[config.mk]
export PLATFORM = sky130hd
export DESIGN_NAME = adder_share_arbiter
export DESIGN_NICKNAME = d
export VERILOG_FILES = /design/src/rtl/adder_share_arbiter.sv
export SDC_FILE = /design/constraint.sdc
export NUM_CORES = 1
export LEC_CHECK = 0
export BUFFER_PORTS_ARGS = -buffer_cell sky130_fd_sc_hd__buf_4
export CAP_MARGIN = 20
export CORE_ASPECT_RATIO = 1.25
export CORE_MARGIN = 5
export CORE_UTILIZATION = 30
export CTS_BUF_LIST = sky130_fd_sc_hd__clkbuf_16
export CTS_CLUSTER_DIAMETER = 100
export CTS_CLUSTER_SIZE = 16
export DETAILED_ROUTE_END_ITERATION = 8
export SLEW_MARGIN = 25
export SYNTH_ARGS = -nofsm -noshare
export SYNTH_HDL_FRONTEND = slang
export SYNTH_SLANG_ARGS = --single-unit
[constraint.sdc]
create_clock -name sys_clk -period 3.2 [get_ports sys_clk]
set_clock_uncertainty 0.1 [all_clocks]
set_input_delay 0.64 -clock sys_clk [delete_from_list [all_inputs] [get_ports sys_clk]]
set_output_delay 0.64 -clock sys_clk [all_outputs]
set_load 0.1 [all_outputs]
[src/rtl/adder_share_arbiter.sv]
// Round-robin sharing of one external combinational adder/subtractor between NUM_REQ requesters.
// Optional macro OVF_FLAG_EN adds rsp_ovf, the signed overflow flag captured with each result.
module adder_share_arbiter #(
  parameter int NUM_REQ    = 2,
  parameter int WIDTH      = 32,
  parameter int SETTLE_CYC = 2
) (
  input  logic                     sys_clk,
  input  logic                     rst,
  input  logic [NUM_REQ-1:0]       req_valid,
  output logic [NUM_REQ-1:0]       req_ready,
  input  logic [NUM_REQ-1:0]       req_sub,
  input  logic [NUM_REQ*WIDTH-1:0] req_operA,
  input  logic [NUM_REQ*WIDTH-1:0] req_operB,
  output logic [NUM_REQ-1:0]       rsp_valid,
  input  logic [NUM_REQ-1:0]       rsp_ready,
  output logic [WIDTH-1:0]         rsp_sum,
  output logic                     rsp_cout,
`ifdef OVF_FLAG_EN
  output logic                     rsp_ovf,
`endif
  output logic                     add_cin,
  output logic [WIDTH-1:0]         add_operA,
  output logic [WIDTH-1:0]         add_operB,
  input  logic [WIDTH-1:0]         add_result,
  input  logic                     add_cout,
  output logic                     busy,
  output logic [1:0]               dbg_state
);

  // Handshakes: a request transfers in the cycle req_valid[i] && req_ready[i];
  // a response transfers in the cycle rsp_valid[i] && rsp_ready[i], and
  // rsp_valid/rsp_sum/rsp_cout stay stable until that cycle.

  localparam int IW  = (NUM_REQ > 1) ? $clog2(NUM_REQ) : 1;
  localparam int IW1 = IW + 1;
  localparam int CW  = (SETTLE_CYC > 1) ? $clog2(SETTLE_CYC) : 1;

  typedef enum logic [1:0] {
    IDLE   = 2'd0,
    SETTLE = 2'd1,
    RESP   = 2'd2
  } state_t;

  state_t          state;
  state_t          state_nxt;
  logic [IW-1:0]   ptr;
  logic [IW-1:0]   gnt;
  logic [CW-1:0]   cnt;
  logic            gnt_any;
  logic [IW-1:0]   gnt_idx;
  logic [IW:0]     cand;
  logic [WIDTH-1:0] sel_a;
  logic [WIDTH-1:0] sel_b;

  // Descending scan so the candidate closest to ptr wins.
  always_comb begin
    gnt_any = 1'b0;
    gnt_idx = '0;
    cand    = '0;
    for (int k = NUM_REQ - 1; k >= 0; k--) begin
      cand = {1'b0, ptr} + IW1'(k);
      if (cand >= IW1'(NUM_REQ)) cand = cand - IW1'(NUM_REQ);
      if (req_valid[cand[IW-1:0]]) begin
        gnt_any = 1'b1;
        gnt_idx = cand[IW-1:0];
      end
    end
  end

  assign sel_a = req_operA[gnt_idx*WIDTH +: WIDTH];
  assign sel_b = req_operB[gnt_idx*WIDTH +: WIDTH];

  always_comb begin
    req_ready = '0;
    if (state == IDLE && gnt_any) req_ready[gnt_idx] = 1'b1;
  end

  always_ff @(posedge sys_clk or negedge rst) begin
    if (!rst) state <= IDLE;
    else      state <= state_nxt;
  end

  always_comb begin
    state_nxt = state;
    case (state)
      IDLE:    if (gnt_any) state_nxt = SETTLE;
      SETTLE:  if (cnt == '0) state_nxt = RESP;
      RESP:    if (rsp_ready[gnt]) state_nxt = IDLE;
      default: state_nxt = IDLE;
    endcase
  end

  assign busy      = (state != IDLE);
  assign dbg_state = state;

  // Adder operands only change on acceptance, so the multicycle path stays quiet otherwise.
  always_ff @(posedge sys_clk or negedge rst) begin
    if (!rst) begin
      ptr       <= '0;
      gnt       <= '0;
      cnt       <= '0;
      add_operA <= '0;
      add_operB <= '0;
      add_cin   <= 1'b0;
      rsp_sum   <= '0;
      rsp_cout  <= 1'b0;
      rsp_valid <= '0;
`ifdef OVF_FLAG_EN
      rsp_ovf   <= 1'b0;
`endif
    end else begin
      case (state)
        IDLE: begin
          if (gnt_any) begin
            gnt       <= gnt_idx;
            add_operA <= req_sub[gnt_idx] ? ~sel_a : sel_a;
            add_operB <= sel_b;
            add_cin   <= req_sub[gnt_idx];
            cnt       <= CW'(SETTLE_CYC - 1);
          end
        end
        SETTLE: begin
          if (cnt == '0) begin
            rsp_sum   <= add_result;
            rsp_cout  <= add_cout;
            rsp_valid <= NUM_REQ'(1) << gnt;
`ifdef OVF_FLAG_EN
            rsp_ovf   <= (add_operA[WIDTH-1] == add_operB[WIDTH-1]) &&
                         (add_result[WIDTH-1] != add_operA[WIDTH-1]);
`endif
          end else begin
            cnt <= cnt - CW'(1);
          end
        end
        RESP: begin
          if (rsp_ready[gnt]) begin
            rsp_valid <= '0;
            ptr       <= (gnt == IW'(NUM_REQ - 1)) ? '0 : gnt + IW'(1);
          end
        end
        default: ;
      endcase
    end
  end

endmodule

==> key figures, run 1 <==
Status
  – Status: completed

Setup path
  – Type of the setup path with the least slack: register to output port
  – Endpoint of the lowest-slack register-to-register path: rsp_sum[0]
  – Startpoint class of the critical path: register
  – Required @ worst endpoint: 2.46 ns
  – Reg2Reg Depth: 4
  – R2r setup slk: 1.27 ns
  – CP Launch Point: dbg_state[1]
  – Peak fanout along the critical path: 33
  – CP Data Arrival Time: 1.76 ns
  – Launch point of the worst reg-to-reg path: dbg_state[1]
  – Endpoint type of the worst setup path: output port

Placement
  – Detailed placement HPWL: 12.77 mm
  – Final estimated routing congestion in global placement: 0.7276
  – IO buf count: 273

Die
  – Core footprint: 0.01757 mm²
  – Die Width: 129.8 µm
  – Die height: 159.7 µm
  – Number of primary I/O pins: 274
  – Die footprint: 0.02072 mm²
  – Initial core utilization: 0.3062
  – Core Rows: 54

Synthesis
  – Biggest area contributors in the synthesized netlist: sky130_fd_sc_hd__dfrtp_1, sky130_fd_sc_hd__xor2_1, sky130_fd_sc_hd__nand2_1
  – Post-synth net total: 720
  – Post-Syn Instances: 551
  – Sequential cell area fraction in the yosys report: 0.4885
  – Cell taking the most area after synthesis: sky130_fd_sc_hd__dfrtp_1
  – Synth Warn #: 0
  – Post-synthesis sequential element count: 105
  – Top cell type's share of synthesized area: 0.4885
  – Distinct cell type count after synthesis: 31
  – Mean post-synth cell area: 9.762 µm²
  – Post-synthesis instance area: 0.005379 mm²

Final layout
  – Number of nets at the end of the flow: 966
  – Fillers: 1790
  – Antenna fix cells: 0
  – Ratio of cells with drive above 1 in the final layout: 0.3890
  – Growth of design area from synthesis to finish: 46.36%

Clock tree
  – TritonCTS buffer count: 9
  – Post-cts resize count: 0
  – CTS max path bufs: 2
  – Clock input transition at the sequential cells of the worst setup and hold paths: 0.08 ns
  – H-Tree Level Count: 3
  – Number of hold buffers added after CTS: 0
  – # Post-CTS Setup Buffers: 0
  – Clock tree from TritonCTS: yes
  – Worst-skew pair later-pin latency: 0.34 ns
  – Sink Count: 105
  – Clock tree root driver cell: sky130_fd_sc_hd__clkbuf_16

Timing
  – Number of hold-slack violations in the final timing report: 0
  – Highest Clock Rate: 400.4 MHz
  – Unrepaired setup endpoints after global routing: false
  – Max-slew headroom: 0.5192
  – Number of setup violations in the final report: 0
  – Post-route fraction of the period consumed by the critical path: 0.7804
  – Final Max Tran Viols: 0
  – Worst Max-Slew Pin Slew: 0.7212 ns
  – Clock period minus final worst setup slack: 2.497 ns
  – Sum of negative setup slack: 0 ns

Detailed routing
  – Routed len/inst: 17.75 µm
  – Final Routed Wirelength: 18.21 mm
  – Antenna Nets Post-Route: 0
  – DRT iter0 DRCs: 259
  – Via density per instance: 4.878
  – Total vias in the final route: 5005
  – TritonRoute pass-1 iters: 4
  – Number of DRC violations after detailed routing: 0

Global route
  – Wire length of the first global-routing pass: 28.19 mm
  – Vias in the first global route: 5217
  – Antenna violations before repair: 0
  – Congestion Overflow GR: 0
  – GR Util All Layers: 0.1698
  – Largest net degree at the start of global routing: 52

Run
  – # Max-Cap Violations: 0

Worst hold path
  – Type of the worst min-delay path: primary input to async pin
[how the worst max path moves through the flow]
stage,slack [ns],cells after the start,end
2_1_floorplan,0.12,4,busy
3_5_place_dp,0.84,4,req_ready[1]
6_report,0.70,4,busy
4_1_cts,0.66,4,busy
3_3_place_gp,0.84,4,req_ready[1]
5_1_grt,0.59,4,busy
[final cells by class]
cell class / count / area (µm²) / share of cell area
Multi-Input combinational cell: 388 / 2441 / 0.3101
Timing Repair Buffer: 289 / 2182 / 0.2772
Tap cell: 224 / 280.3 / 0.03560
Inverter: 4 / 15.01 / 0.001907
Clock inverter: 7 / 101.3 / 0.01287
Clock buffer: 9 / 225.2 / 0.02861
Sequential cell: 105 / 2628 / 0.3338
[flip-flops by register name, summed over array words and instances, names as in the netlist, 2 cells and up]
register and cells:
add_operA 32, add_operB 32, rsp_sum 32, dbg_state 2, rsp_valid 2
[placed cells by master (no fill, tap or decap), types with 3 or more instances in the layout]
cell type                   synthesis  routed
sky130_fd_sc_hd__a21boi_0          32      32
sky130_fd_sc_hd__a21oi_1           35      35
sky130_fd_sc_hd__a221o_1           32      32
sky130_fd_sc_hd__buf_4              6     288
sky130_fd_sc_hd__clkbuf_16          0       9
sky130_fd_sc_hd__dfrtp_1          105     105
sky130_fd_sc_hd__nand2_1          105     105
sky130_fd_sc_hd__nand3b_1           3       3
sky130_fd_sc_hd__nor3_1            32      32
sky130_fd_sc_hd__o21ai_0           37      37
sky130_fd_sc_hd__o31ai_1           32      32
sky130_fd_sc_hd__xor2_1            64      64
[metrics by stage]
stage / util / cell area (µm²) / hold WS [ns] / setup WS (ns) / instances
6_report: 0.4481 / 7873 / 0.2350 / 0.7028 / 1026
5_1_grt: 0.4481 / 7873 / 0.2814 / 0.5884 / 1026
4_1_cts: 0.4481 / 7873 / 0.2546 / 0.6617 / 1026
3_5_place_dp: 0.4296 / 7546 / 0.3636 / 0.8360 / 1010
3_3_place_gp: 0.4296 / 7546 / 0.3590 / 0.8357 / 1010
2_1_floorplan: - / 5379 / 0.2444 / 0.1191 / 551
[cell families (layout without fill, tap and decap cells)]
kind of cell	count (synthesis)	count (layout)	share of synthesized area
AOI/OAI and AO/OA	172	172	0.2219
buffers and inverters	58	309	0.05978
muxes	1	1	0.001861
xor gates and xnor gates	64	64	0.1042
DFF	105	105	0.4885
and+or+nand+nor	151	151	0.1238
[critical path, stage by stage, from the launching register on]
cell                      delay, ns
sky130_fd_sc_hd__dfrtp_1       0.56
sky130_fd_sc_hd__nor2_4        0.08
sky130_fd_sc_hd__inv_2         0.09
sky130_fd_sc_hd__buf_4         0.30
sky130_fd_sc_hd__buf_4         0.36
[Yosys cell counts]
master                       n
sky130_fd_sc_hd__nand3b_1    3
sky130_fd_sc_hd__nor2b_1     2
sky130_fd_sc_hd__o21ai_0    37
sky130_fd_sc_hd__nand2_1   105
sky130_fd_sc_hd__nand3_1     1
sky130_fd_sc_hd__nor3_1     32
sky130_fd_sc_hd__buf_2      17
sky130_fd_sc_hd__dfrtp_1   105
sky130_fd_sc_hd__or2_1       1
sky130_fd_sc_hd__nor3b_2     1
sky130_fd_sc_hd__buf_4       6
sky130_fd_sc_hd__nor2_4      1
sky130_fd_sc_hd__o31ai_1    32
sky130_fd_sc_hd__a22oi_1     1
sky130_fd_sc_hd__or3b_1      1
sky130_fd_sc_hd__a221o_1    32
sky130_fd_sc_hd__a21oi_1    35
sky130_fd_sc_hd__buf_6       8
sky130_fd_sc_hd__inv_1       2
sky130_fd_sc_hd__a21boi_0   32
sky130_fd_sc_hd__inv_2       2
sky130_fd_sc_hd__a21o_1      1
sky130_fd_sc_hd__mux2i_1     1
sky130_fd_sc_hd__nor2_1      1
sky130_fd_sc_hd__xor2_1     64
sky130_fd_sc_hd__a41oi_1     1
sky130_fd_sc_hd__clkbuf_1   23
sky130_fd_sc_hd__and3_1      1
sky130_fd_sc_hd__nor3_4      1
sky130_fd_sc_hd__a31o_2      1
sky130_fd_sc_hd__nand2b_1    1
[metal layers]
| metal | routed length, µm | share of wire | GRT usage | vias up |
|---|---|---|---|---|
| li1 | - | - | - | 2426 |
| met1 | 7402 | 0.41 | 0.2133 | 2356 |
| met2 | 8953 | 0.49 | 0.2825 | 202 |
| met3 | 1575 | 0.086 | 0.04477 | 21 |
| met4 | 278 | 0.015 | 0.05482 | 0 |
| met5 | 0 | 0 | 0 | - |
Power of run 1 is left out: the tool's default activity adds up to more than one toggle a clock period on the data nets, which glitch-free logic cannot reach.
==> inputs of run 2 (changes only) <==
- ABC_AREA: not set -> 1
- clock period: 3.2 -> 2.5 ns (I/O delays scaled with it)
==> run 2 against run 1 <==
  * Setup slack got worse by 0.39 ns
  * Cell count increased by 23%
  * Die area is 4.0% higher
==> key figures, run 2 <==
Synthesis
  – Cell taking the most area after synthesis: sky130_fd_sc_hd__dfrtp_1
  – Top cell type's share of synthesized area: 0.4683
  – Post-synthesis instance area: 0.005610 mm²
  – Share of flip-flops with an asynchronous set or reset after synthesis: 1.000
  – Mean post-synth cell area: 7.305 µm²
  – Biggest area contributors in the synthesized netlist: sky130_fd_sc_hd__dfrtp_1, sky130_fd_sc_hd__nand2_1, sky130_fd_sc_hd__nand3_1
  – Post-Syn Instances: 768
  – Number of flops mapped to enable cells by yosys: 0
  – Distinct cell type count after synthesis: 16
  – Post-synthesis sequential element count: 105
  – Commonest cells in the netlist: sky130_fd_sc_hd__nand2_1, sky130_fd_sc_hd__nand3_1, sky130_fd_sc_hd__dfrtp_1, sky130_fd_sc_hd__inv_1, sky130_fd_sc_hd__mux2_2
  – Post-synth net total: 937
  – Sequential cell area fraction in the yosys report: 0.4683
  – Synth Warn #: 0
  – Primary FF master, synth: sky130_fd_sc_hd__dfrtp_1
  – Dominant cell by count in the synthesized netlist: sky130_fd_sc_hd__nand2_1

Setup path
  – Max incr delay on CP: 0.42 ns
  – Launch point of the worst reg-to-reg path: ptr
  – Required @ worst endpoint: 1.90 ns
  – Endpoint of the lowest-slack register-to-register path: add_operA[10]
  – Crit path buf inv count: 3
  – R2r setup slk: 0.63 ns
  – Reg2Reg Depth: 10
  – Type of the setup path with the least slack: register to output port
  – CP Data Arrival Time: 1.59 ns
  – Slowest library cell on the worst path: sky130_fd_sc_hd__dfrtp_2
  – Endpoint type of the worst setup path: output port
  – Worst path top cell family by delay: buffers and inverters
  – Critical path cell sequence: inv_1 -> nand2_4 -> nor2_4 -> inv_2 -> a21oi_4 -> buf_4
  – Peak fanout along the critical path: 3
  – Startpoint class of the critical path: register

Detailed routing
  – Highest layer used for signal routing: met4
  – TritonRoute pass-1 iters: 4
  – Final Routed Wirelength: 18.40 mm
  – Routed len/inst: 14.60 µm
  – Antenna Nets Post-Route: 0
  – Wl on met1: 7.538 mm
  – Number of DRC violations after detailed routing: 0
  – DRT iter0 DRCs: 290
  – Via density per instance: 4.517
  – Total vias in the final route: 5691
  – Met3 wire length: 1.156 mm
  – Met2 routed WL: 9.216 mm

Placement
  – Detailed placement HPWL: 13.55 mm
  – IO buf count: 273
  – Final estimated routing congestion in global placement: 0.7678
  – Worst-case setup slack after placement: 0.5004 ns

Global route
  – GR Util All Layers: 0.1685
  – Largest net degree at the start of global routing: 69
  – Wire length of the first global-routing pass: 29.47 mm
  – Antenna violations before repair: 1
  – Congestion Overflow GR: 0
  – Vias in the first global route: 5676

Timing
  – Final worst slack: 0.3113 ns
  – Post-route fraction of the period consumed by the critical path: 0.8755
  – Final Max Tran Viols: 0
  – Max-slew headroom: 0.6280
  – Hold slack final: 0.2481 ns
  – Number of setup violations in the final report: 0
  – Sum of negative setup slack: 0 ns
  – Highest Clock Rate: 456.9 MHz
  – Clock period minus final worst setup slack: 2.189 ns
  – Number of hold-slack violations in the final timing report: 0
  – Worst Max-Slew Pin Slew: 0.5581 ns
  – Unrepaired setup endpoints after global routing: false

Clock tree
  – Sink Count: 105
  – Worst-skew pair later-pin latency: 0.34 ns
  – Clock input transition at the sequential cells of the worst setup and hold paths: 0.08 ns
  – TritonCTS buffer count: 9
  – Clock tree from TritonCTS: yes
  – # Post-CTS Setup Buffers: 0
  – CTS max path bufs: 2
  – Clock tree root driver cell: sky130_fd_sc_hd__clkbuf_16
  – H-Tree Level Count: 3

Final layout
  – Number of nets at the end of the flow: 1191
  – Combined area of the multi-input logic cells: 0.002516 mm²
  – Growth of design area from synthesis to finish: 46.16%
  – Ratio of cells with drive above 1 in the final layout: 0.3369
  – Fillers: 1971
  – Largest registers: add_operA: 32 flops, add_operB: 32 flops, rsp_sum: 32 flops
  – Commonest non-fill, non-tap cell in the layout: sky130_fd_sc_hd__nand2_1
  – Sequential cell area: 0.002630 mm²
  – Most frequent cells in the layout: sky130_fd_sc_hd__nand2_1, sky130_fd_sc_hd__buf_4, sky130_fd_sc_hd__nand3_1

Worst hold path
  – Number of cells traversed by the worst hold path: 3
  – Start point of the worst min-delay path: req_operB[14]
  – Endpoint with the worst hold slack: add_operB[14]
  – Type of the worst min-delay path: primary input to register

Die
  – Core footprint: 0.01857 mm²
  – Initial core utilization: 0.3022
  – Die Width: 132.3 µm
  – Number of primary I/O pins: 274
  – Die height: 162.9 µm
  – Core Rows: 56
  – Die footprint: 0.02155 mm²

Run
  – # Max-Cap Violations: 0

Status
  – Status: completed
==> run 2: tightest hold or removal path, delay by kind of cell <==
family	cells	cell delay [ns]
buffers and inverters	1	0.08
AND/OR/NAND/NOR	2	0.09
==> run 2: worst max path at each step <==
stage	endpoint	cells past startpoint	from
finish	req_ready[0]	6	dbg_state[0]
global route	req_ready[0]	6	dbg_state[0]
CTS	req_ready[0]	6	dbg_state[0]
detailed placement	req_ready[0]	6	req_valid[1]
global placement	req_ready[0]	6	req_valid[1]
floorplan	req_ready[0]	6	dbg_state[0]
==> run 2: metrics by stage <==
step,util,instances,instance area [µm²]
finish,0.4416,1260,8200
CTS,0.4415,1259,8198
global route,0.4416,1260,8200
floorplan,-,768,5623
global placement,0.4253,1242,7898
detailed placement,0.4253,1242,7898
==> run 2: area by class of cell <==
cell class,count,share of cell area
sequential,105,0.3207
multi-input combinational,545,0.3068
timing repair buffer,290,0.2688
tap,232,0.03540
inverter,71,0.03250
clock buffer,9,0.02746
clock inverter,7,0.007934
antenna,1,0.0003052
==> run 2: timing repair <==
action / in CTS / in global routing
hold buffers: 1 / 0
resized for setup: 0 / 0
endpoints found under the hold margin: 24 / 0
==> run 2: layer usage <==
metal	track usage	vias up
li1	-	2892
met1	0.2049	2599
met2	0.2903	176
met3	0.04450	24
met4	0.05602	0
met5	0	-
==> run 2: kinds of logic (layout without fill, tap and decap cells) <==
kind of cell           Yosys count  after routing  share of synthesized area
AO/OA/AOI/OAI                    8              8                    0.01004
buffers and inverters          118            377                    0.08541
flip-flops                     105            105                     0.4683
multiplexers                    33             33                    0.06624
other                            0              1                          0
AND/OR/NAND/NOR                504            504                     0.3700
Power of run 2 is left out for the same reason.
==> inputs of run 3 (changes only) <==
- CORE_UTILIZATION: 30 -> 47
- PLACE_DENSITY: not set -> 0.81
==> run 3 against run 2 <==
  * Sequential share of layout area grew 0.32 points
  * Critical path depth is the same
  * First-iteration DRC count grew 2.4%
  * Cell count shrank 5.7%
  * Critical endpoint unchanged
  * Largest cell class unchanged
==> key figures, run 3 (synthesis gave the netlist of run 2 again) <==
Status
  – Status: completed

Die
  – Initial core utilization: 0.4807
  – Core footprint: 0.01167 mm²
  – Die height: 132.2 µm
  – Die footprint: 0.01424 mm²
  – Core Rows: 44
  – Number of primary I/O pins: 274
  – Die Width: 107.7 µm

Timing
  – Sum of negative setup slack: 0 ns
  – Final Max Tran Viols: 0
  – Max-slew headroom: 0.6502
  – Unrepaired setup endpoints after global routing: false
  – Number of setup violations in the final report: 0
  – Clock period minus final worst setup slack: 2.184 ns
  – Number of hold-slack violations in the final timing report: 0
  – Post-route fraction of the period consumed by the critical path: 0.8736
  – Hold slack final: 0.03183 ns
  – Worst Max-Slew Pin Slew: 0.5247 ns
  – Highest Clock Rate: 457.9 MHz

Final layout
  – Growth of design area from synthesis to finish: 44.74%
  – Fillers: 1009
  – Antenna fix cells: 0
  – Number of nets at the end of the flow: 1191
  – Most frequent cells in the layout: sky130_fd_sc_hd__nand2_1, sky130_fd_sc_hd__buf_4, sky130_fd_sc_hd__nand3_1
  – Ratio of cells with drive above 1 in the final layout: 0.3379
  – Commonest non-fill, non-tap cell in the layout: sky130_fd_sc_hd__nand2_1
  – Largest registers: add_operA: 32 flops, add_operB: 32 flops, rsp_sum: 32 flops
  – Post-route design area: 0.008120 mm²

Setup path
  – Max incr delay on CP: 0.42 ns
  – Endpoint type of the worst setup path: output port
  – Peak fanout along the critical path: 3
  – Endpoint of the lowest-slack register-to-register path: add_operA[3]
  – Capturing instance or port of the critical path: req_ready[0]
  – Crit path buf inv count: 3
  – R2r setup slk: 0.64 ns
  – Worst path top cell family by delay: buffers and inverters
  – Count of cell instances traversed by the critical path: 6
  – Slowest library cell on the worst path: sky130_fd_sc_hd__dfrtp_2
  – Critical path cell sequence: inv_1 -> nand2_4 -> nor2_4 -> inv_2 -> a21oi_4 -> buf_4
  – Type of the setup path with the least slack: register to output port
  – Reg2Reg Depth: 9
  – CP Launch Point: dbg_state[0]
  – Launch point of the worst reg-to-reg path: ptr
  – Startpoint class of the critical path: register
  – CP Data Arrival Time: 1.58 ns
  – Required @ worst endpoint: 1.90 ns

Placement
  – Final estimated routing congestion in global placement: 0.8352
  – IO buf count: 273
  – Detailed placement HPWL: 13.34 mm
  – Post-detailed-placement cell area: 0.007841 mm²

Detailed routing
  – Routed len/inst: 15.00 µm
  – TritonRoute pass-1 iters: 5
  – Antenna Nets Post-Route: 0
  – Via density per instance: 4.850
  – Number of DRC violations after detailed routing: 0
  – Final Routed Wirelength: 17.82 mm
  – Total vias in the final route: 5762
  – DRT iter0 DRCs: 297

Global route
  – Congestion Overflow GR: 0
  – Largest net degree at the start of global routing: 69
  – Wire length of the first global-routing pass: 28.01 mm
  – Antenna violations before repair: 0
  – Vias in the first global route: 5467
  – GR Util All Layers: 0.2457

Clock tree
  – Sink Count: 105
  – H-Tree Level Count: 3
  – CTS max path bufs: 2
  – Number of hold buffers added after CTS: 0
  – Clock tree from TritonCTS: yes
  – Clock input transition at the sequential cells of the worst setup and hold paths: 0.07 ns
  – # Post-CTS Setup Buffers: 0
  – Post-cts resize count: 0
  – TritonCTS buffer count: 9
  – Clock tree root driver cell: sky130_fd_sc_hd__clkbuf_16
  – Worst-skew pair later-pin latency: 0.34 ns

Worst hold path
  – Type of the worst min-delay path: primary input to async pin

Run
  – # Max-Cap Violations: 0
[run 3: cell count changes in the layout (fill, tap and decap cells not counted), sizes merged]
| cell | delta |
|---|---|
| diode | -1 |
| clkinv | +2 |
| inv | -2 |
| buf | +1 |
| dlygate4sd3 | -1 |
[run 3: layout make-up]
class	count	area [µm²]	share of cell area
clock inverter	7	53.80	0.006626
timing repair buffer	290	2227	0.2743
tap	161	201.4	0.02481
inverter	71	266.5	0.03282
clock buffer	9	225.2	0.02773
multi-input combinational	545	2516	0.3099
sequential	105	2630	0.3239
[run 3: how the worst min path moves through the flow]
| stage | from | end | cells past startpoint |
|---|---|---|---|
| final | rst | rsp_sum[3] | 1 |
| after detailed placement | add_operA[24] | add_operA[24] | 2 |
| after floorplan | rst | add_cin | 0 |
| after CTS | rst | rsp_sum[3] | 1 |
| after global placement | add_operA[22] | add_operA[22] | 2 |
| after global routing | rst | rsp_sum[3] | 1 |
[run 3: metal layers]
metal,GRT usage,vias up,share of wire
li1,-,2885,-
met1,0.2879,2608,0.38
met2,0.4267,231,0.50
met3,0.07496,38,0.094
met4,0.07789,0,0.025
met5,0,-,0
[run 3: worst register-to-register path: stages (launching register included)]
cell and delay (ns):
sky130_fd_sc_hd__dfrtp_1 0.38, sky130_fd_sc_hd__inv_1 0.07, sky130_fd_sc_hd__nand2_2 0.08, sky130_fd_sc_hd__nand2_2 0.30
sky130_fd_sc_hd__buf_4 0.44, sky130_fd_sc_hd__nand2_1 0.11, sky130_fd_sc_hd__nand2_1 0.08, sky130_fd_sc_hd__nand2_1 0.05
sky130_fd_sc_hd__nand3_1 0.08, sky130_fd_sc_hd__nand2_1 0.05
[run 3: metrics by stage]
stage,util,setup WS [ns],cells
global placement,0.6718,0.4826,1172
finish,0.6958,0.3161,1188
floorplan,-,0.07549,768
global route,0.6958,0.2358,1188
CTS,0.6958,0.3034,1188
detailed placement,0.6718,0.4583,1172
Power of run 3 is left out for the same reason.
